`config.mk`:
```
export PLATFORM = sky130hd
export DESIGN_NAME = gray_counter_ud_flat
export DESIGN_NICKNAME = d
export VERILOG_FILES = /design/src/rtl/gray_pkg.sv /design/src/rtl/gray_counter_ud_if.sv /design/src/rtl/gray2bin_dec.sv /design/src/rtl/gray_counter_ud.sv /design/src/flat_wrapper.sv
export SDC_FILE = /design/constraint.sdc
export NUM_CORES = 1
export LEC_CHECK = 0
export ABC_CLOCK_PERIOD_IN_PS = 2300
export CORE_MARGIN = 4
export CORE_UTILIZATION = 42
export CTS_CLUSTER_DIAMETER = 80
export DETAILED_ROUTE_END_ITERATION = 8
export PLACE_DENSITY = 0.77
export SYNTH_ARGS = -nofsm -noshare
export SYNTH_HDL_FRONTEND = slang
export SYNTH_SLANG_ARGS = --single-unit
```
`constraint.sdc`:
```
create_clock -name clk -period 2.3 [get_ports clk]
set_input_delay 0.46 -clock clk [delete_from_list [all_inputs] [get_ports clk]]
set_output_delay 0.46 -clock clk [all_outputs]
set_load 0.02 [all_outputs]
```
`src/rtl/gray_pkg.sv`:
```
// gray_pkg
// Shared definitions for the up/down Gray counter.
//   mode_e    : range-end behaviour (WRAP rolls over, SAT holds).
//   bin2gray  : binary to Gray conversion on a MAX_W-bit container.
//   gray2bin  : Gray to binary conversion on a MAX_W-bit container.
// Both helpers work on zero-extended values, so callers of any width up to
// MAX_W pass a zero-extended operand and keep the low WIDTH bits of the result.
package gray_pkg;

   localparam int MAX_W = 32;

   typedef enum logic {
      WRAP = 1'b0,
      SAT  = 1'b1
   } mode_e;

   function automatic logic [MAX_W-1:0] bin2gray(input logic [MAX_W-1:0] b);
      return b ^ (b >> 1);
   endfunction

   // Zero upper bits contribute nothing to the prefix XOR, so a narrow value
   // decodes correctly inside the wide container.
   function automatic logic [MAX_W-1:0] gray2bin(input logic [MAX_W-1:0] g);
      logic [MAX_W-1:0] b;
      b = '0;
      for (int i = MAX_W - 1; i >= 0; i--) begin
         b[i] = g[i] ^ ((i == MAX_W - 1) ? 1'b0 : b[i+1]);
      end
      return b;
   endfunction

endpackage

```
`src/rtl/gray_counter_ud_if.sv`:
```
// gray_counter_ud_if
// Control and observation bundle of the up/down Gray counter.
//   en, up, load, load_gray : step request, direction, load request, load value
//   bin, gray, wrap         : registered counter state
//   gray_next, tc           : same-cycle combinational look-ahead
// There is no valid/ready handshake: en and load are per-cycle qualifiers
// that act on the next rising edge and are never back-pressured.
// master drives the controls (sequencer/bench); slave is the counter.
interface gray_counter_ud_if #(
   parameter int WIDTH = 4
);
   logic             en;
   logic             up;
   logic             load;
   logic [WIDTH-1:0] load_gray;
   logic [WIDTH-1:0] bin;
   logic [WIDTH-1:0] gray;
   logic [WIDTH-1:0] gray_next;
   logic             tc;
   logic             wrap;

   modport master (
      output en, up, load, load_gray,
      input  bin, gray, gray_next, tc, wrap
   );

   modport slave (
      input  en, up, load, load_gray,
      output bin, gray, gray_next, tc, wrap
   );
endinterface

```
`src/rtl/gray2bin_dec.sv`:
```
// gray2bin_dec
// Combinational Gray to binary decoder (prefix XOR from the MSB down).
//   gray : Gray-coded input, WIDTH bits
//   bin  : binary equivalent, WIDTH bits
module gray2bin_dec #(
   parameter int WIDTH = 4
) (
   input  logic [WIDTH-1:0] gray,
   output logic [WIDTH-1:0] bin
);

   // Binary bit i is the XOR of all Gray bits at or above position i.
   for (genvar i = 0; i < WIDTH; i++) begin : g_bit
      assign bin[i] = ^(gray >> i);
   end

endmodule

```
`src/rtl/gray_counter_ud.sv`:
```
// gray_counter_ud
// Up/down counter that keeps a registered binary count and its registered
// Gray image in lock-step. Supports synchronous Gray-coded load, wrap or
// saturate at the range ends, and a one-cycle wrap pulse.
//   clk   : rising-edge clock
//   reset : synchronous, active-high; restores RESET_VAL
//   bus   : gray_counter_ud_if slave (en, up, load, load_gray in;
//           bin, gray, wrap registered out; gray_next, tc combinational out)
// Update priority per edge: reset > load > en > hold.
module gray_counter_ud
   import gray_pkg::*;
#(
   parameter int          WIDTH     = 4,
   parameter int          SATURATE  = 0,
   parameter int unsigned RESET_VAL = 0
) (
   input logic               clk,
   input logic               reset,
   gray_counter_ud_if.slave  bus
);

   localparam mode_e            MODE     = (SATURATE != 0) ? SAT : WRAP;
   localparam logic [WIDTH-1:0] MAX_VAL  = '1;
   localparam logic [WIDTH-1:0] ONE      = WIDTH'(1);
   localparam logic [WIDTH-1:0] RST_BIN  = WIDTH'(RESET_VAL);
   localparam logic [WIDTH-1:0] RST_GRAY = RST_BIN ^ (RST_BIN >> 1);

   logic [WIDTH-1:0] bin_r;
   logic [WIDTH-1:0] gray_r;
   logic             wrap_r;

   logic [WIDTH-1:0] load_bin;
   logic [WIDTH-1:0] step_bin;
   logic [MAX_W-1:0] step_gray_w;
   logic [WIDTH-1:0] bin_d;
   logic [WIDTH-1:0] gray_d;
   logic             wrap_d;
   logic             tc;

   gray2bin_dec #(
      .WIDTH (WIDTH)
   ) u_load_dec (
      .gray (bus.load_gray),
      .bin  (load_bin)
   );

   assign tc = bus.up ? (bin_r == MAX_VAL) : (bin_r == '0);

   // Modulo arithmetic already produces the wrapped value at the range
   // ends; saturation simply refuses to take the step when tc is high.
   assign step_bin    = bus.up ? (bin_r + ONE) : (bin_r - ONE);
   assign step_gray_w = bin2gray(MAX_W'(step_bin));

   always_comb begin
      bin_d  = bin_r;
      gray_d = gray_r;
      wrap_d = 1'b0;
      if (bus.load) begin
         bin_d  = load_bin;
         gray_d = bus.load_gray;
      end else if (bus.en) begin
         if (!tc || MODE == WRAP) begin
            bin_d  = step_bin;
            gray_d = step_gray_w[WIDTH-1:0];
            wrap_d = tc;
         end
      end
   end

   always_ff @(posedge clk) begin
      if (reset) begin
         bin_r  <= RST_BIN;
         gray_r <= RST_GRAY;
         wrap_r <= 1'b0;
      end else begin
         bin_r  <= bin_d;
         gray_r <= gray_d;
         wrap_r <= wrap_d;
      end
   end

   assign bus.bin       = bin_r;
   assign bus.gray      = gray_r;
   assign bus.wrap      = wrap_r;
   assign bus.gray_next = gray_d;
   assign bus.tc        = tc;

endmodule

```
`src/flat_wrapper.sv`:
```
// flat-port wrapper written by rule: the top's interface ports become plain ports
module gray_counter_ud_flat import gray_pkg::*;
#(
   parameter int          WIDTH     = 4,
   parameter int          SATURATE  = 0,
   parameter int unsigned RESET_VAL = 0
)
  (clk, reset, bus_en, bus_up, bus_load, bus_load_gray, bus_bin, bus_gray, bus_gray_next, bus_tc, bus_wrap);
  gray_counter_ud_if #(.WIDTH(WIDTH)) bus_i ();
  input logic clk;
  input logic reset;
  input wire logic [$bits(bus_i.en)-1:0] bus_en;
  input wire logic [$bits(bus_i.up)-1:0] bus_up;
  input wire logic [$bits(bus_i.load)-1:0] bus_load;
  input wire logic [$bits(bus_i.load_gray)-1:0] bus_load_gray;
  output wire logic [$bits(bus_i.bin)-1:0] bus_bin;
  output wire logic [$bits(bus_i.gray)-1:0] bus_gray;
  output wire logic [$bits(bus_i.gray_next)-1:0] bus_gray_next;
  output wire logic [$bits(bus_i.tc)-1:0] bus_tc;
  output wire logic [$bits(bus_i.wrap)-1:0] bus_wrap;
  assign bus_i.en = bus_en;
  assign bus_i.up = bus_up;
  assign bus_i.load = bus_load;
  assign bus_i.load_gray = bus_load_gray;
  assign bus_bin = bus_i.bin;
  assign bus_gray = bus_i.gray;
  assign bus_gray_next = bus_i.gray_next;
  assign bus_tc = bus_i.tc;
  assign bus_wrap = bus_i.wrap;
  gray_counter_ud #(.WIDTH(WIDTH), .SATURATE(SATURATE), .RESET_VAL(RESET_VAL)) u_core (.clk(clk), .reset(reset), .bus(bus_i));
endmodule
```
==> results.sh <==
export IMPL_ys_seq_elements=9
export IMPL_gp_congestion=0.767
export IMPL_grt_max_degree=12
export IMPL_rsz0062_at_grt="yes"
export IMPL_setup_ws_ns=-0.0466
export IMPL_reg2reg_slack_ns=0.41
export IMPL_reg2reg_depth=9
export IMPL_skew_ns=0.0110
export IMPL_antenna_found_initial=0
export IMPL_synth_cells=74
export IMPL_cts_buffers=3
export IMPL_p_leak_nw=0.453
export IMPL_max_freq_mhz=426
export IMPL_drt_iter0_drc=2
export IMPL_synthTopCellsByArea="dfxtp_1, xnor2_1, a211oi_1"
export IMPL_period_share=1.02
export IMPL_violations="negative setup slack"
export IMPL_dieWidth_um=46.3
export IMPL_via_count=695
export IMPL_dp_hpwl_um=1360
export IMPL_ys_types=28
export IMPL_critical_path_arrival_ns=1.89
export IMPL_yosysTopAreaCellShare=0.292
export IMPL_drt_pass1_iterations=4
export IMPL_start_util=0.457
export IMPL_timing_rr_end="u_core.bus.gray[2]"
export IMPL_sw_frac_of_total=0.356
export IMPL_grt_overflow_total=0
export IMPL_r2r_start="u_core.bus.bin[0]"
export IMPL_finalCriticalPeriod_ns=2.35
export IMPL_grt_pass1_wl_um=3040
export IMPL_hold_class="reg2reg"
export IMPL_synth_nets=86
export IMPL_synth_edf_count=0
export IMPL_synthArstFlopShare=0
export IMPL_setup_viol=3
export IMPL_ir_drop_mv=0.517
export IMPL_clockPowerShare=0.184
export IMPL_p_per_area_nw_per_um2=650
export IMPL_core_area_um2=1350
export IMPL_n_antenna_cell=0
export IMPL_setup_tns_final_ns=-0.0762
export IMPL_drc=0
export IMPL_power_uw=678
export IMPL_cts_root_buf="clkbuf_4"
export IMPL_synth_flop_cell="dfxtp_1"
export IMPL_grtUsageTotal=0.202
export IMPL_fin_area_um2=1040
export IMPL_internal_power_uw=437
export IMPL_clock_latency_ns=0.26
export IMPL_yosysWarnings=0
export IMPL_finalHoldViolations=0
export IMPL_clk_pin_slew_ns=0.07
export IMPL_placementRows=13
export IMPL_drt_wirelength_per_cell_um=14.4
export IMPL_worstSetupStartpointType="flip-flop"
export IMPL_cts_max_level=1
export IMPL_nets=129
export IMPL_cts_tree="done"
export IMPL_synth_largest_area_cell="dfxtp_1"
export IMPL_critical_path_class="reg2out"
export IMPL_place_area_um2=957
export IMPL_hold_slack_ns=0.563
export IMPL_crit_path_max_fanout=2
export IMPL_postSynthAreaPerCell_um2=8.34
export IMPL_power_frac_comb=0.547
export IMPL_cts_buffer_depth=2
export IMPL_p_switching_uw=242
export IMPL_seqPwrFrac=0.269
export IMPL_grt_pass1_vias=687
export IMPL_critPathCapture="bus_gray_next[1]"
export IMPL_maxSlewHeadroom=0.716
export IMPL_via_per_inst=5.31
export IMPL_area_delta_synth_final_pct=69.2
export IMPL_finish_utilization=0.773
export IMPL_ys_seq_area_frac=0.292
export IMPL_ioPinCount=23
export IMPL_ant_nets=0
export IMPL_startpoint="u_core.bus.bin[0]"
export IMPL_die_h_um=46.3
export IMPL_cap_viol_max_count=0
export IMPL_numPortBuffers=22
export IMPL_drv_slew=0
export IMPL_outcome="finished with violations"
export IMPL_endpoint_kind="output pin"
export IMPL_synthesis_area_um2=617
export IMPL_worst_pin_slew_ns=0.425
export IMPL_cts_sinks=9
export IMPL_die_area_um2=2150
export IMPL_drive_gt1_frac=0.345
export IMPL_totalWireLength_um=1890
export IMPL_worstPathRequired_ns=1.84
## registers in the layout, indices dropped and copies added (netlist names)
signal	cells
u_core.bus.gray	4
u_core.bus.wrap	1
u_core.bus.bin	4
## power by group through the flow
stage	combinational, mW	clock [mW]	sequential, mW
floorplan	0.161	0	0.205
global placement	0.308	0	0.183
detailed placement	0.313	0	0.184
CTS	0.362	0.126	0.182
global route	0.394	0.138	0.184
finish	0.371	0.125	0.182
## repair_timing
| action | in CTS | in global routing |
|---|---|---|
| pin swaps | 7 | 3 |
| hold buffers | 0 | 0 |
| buffers inserted | 5 | 0 |
| gates resized for setup | 30 | 2 |
| endpoints found under the setup margin | 5 | 4 |
## worst min-delay path by stage
stage	slack [ns]	endpoint	start	depth (start not counted)
global route	0.60	u_core.bus.gray[3]	u_core.bus.gray[3]	2
CTS	0.57	u_core.bus.gray[3]	u_core.bus.gray[3]	2
detailed placement	0.55	u_core.bus.gray[3]	u_core.bus.gray[3]	2
floorplan	0.58	u_core.bus.gray[3]	u_core.bus.gray[3]	2
global placement	0.51	u_core.bus.gray[3]	u_core.bus.gray[3]	2
finish	0.56	u_core.bus.gray[3]	u_core.bus.gray[3]	2
## cell families after synthesis
family,Yosys count,share of synthesized area
AO/OA/AOI/OAI,17,0.187
XOR/XNOR,10,0.154
adder cells (fa/ha/maj),3,0.0730
buffers and inverters,8,0.0568
flip-flops,9,0.292
multiplexers,2,0.0325
AND/OR/NAND/NOR,25,0.205
## Yosys cell counts, types with 3 or more instances
| cell | n |
|---|---|
| a211oi_1 | 4 |
| dfxtp_1 | 9 |
| xor2_1 | 3 |
| xnor2_1 | 6 |
| nor2_1 | 5 |
| nand2_1 | 6 |
| o21ai_0 | 3 |
| nand3_1 | 4 |
| nor3b_1 | 3 |
| a21oi_1 | 4 |
| inv_1 | 4 |
## metal layers
metal | share of wire | global-route usage
met1 | 0.43 | 0.228
met2 | 0.50 | 0.365
met3 | 0.059 | 0.0625
met4 | 0.0037 | 0.0455
met5 | 0 | 0
## worst max-delay path, cell delays in order, from the launching register on
cell and delay, ns:
dfxtp_2 0.34, inv_2 0.05, fa_2 0.39, xnor2_2 0.15
buf_4 0.15, xnor2_2 0.13, mux2i_2 0.20, a21oi_2 0.09
buf_6 0.14
## per-stage QoR
stage / cells / setup WS, ns
after floorplan: 74 / 0.0198
after global placement: 122 / -0.787
after detailed placement: 122 / -0.858
after CTS: 131 / -0.0636
after global routing: 131 / -0.127
final: 131 / -0.0466
## final cells by class
type | instances | area [um^2]
flip-flops and latches | 9 | 181
fillers | 118 | 307
multi-input cells | 57 | 439
well taps | 15 | 18.8
inverters | 4 | 15.0
repair buffers | 42 | 363
clock buffers | 4 | 26.3
## cell usage in the layout, fill, tap and decap left out, types with 3 or more instances in the layout
master,n
a211oi_1,4
nor2_1,5
clkbuf_4,3
xnor2_1,5
nand3_1,4
dfxtp_1,8
clkdlybuf4s50_1,16
nand2_1,6
inv_1,3
xor2_1,3
buf_4,21
nor3b_1,3
Note: power is estimated with default switching activity, not from simulation.
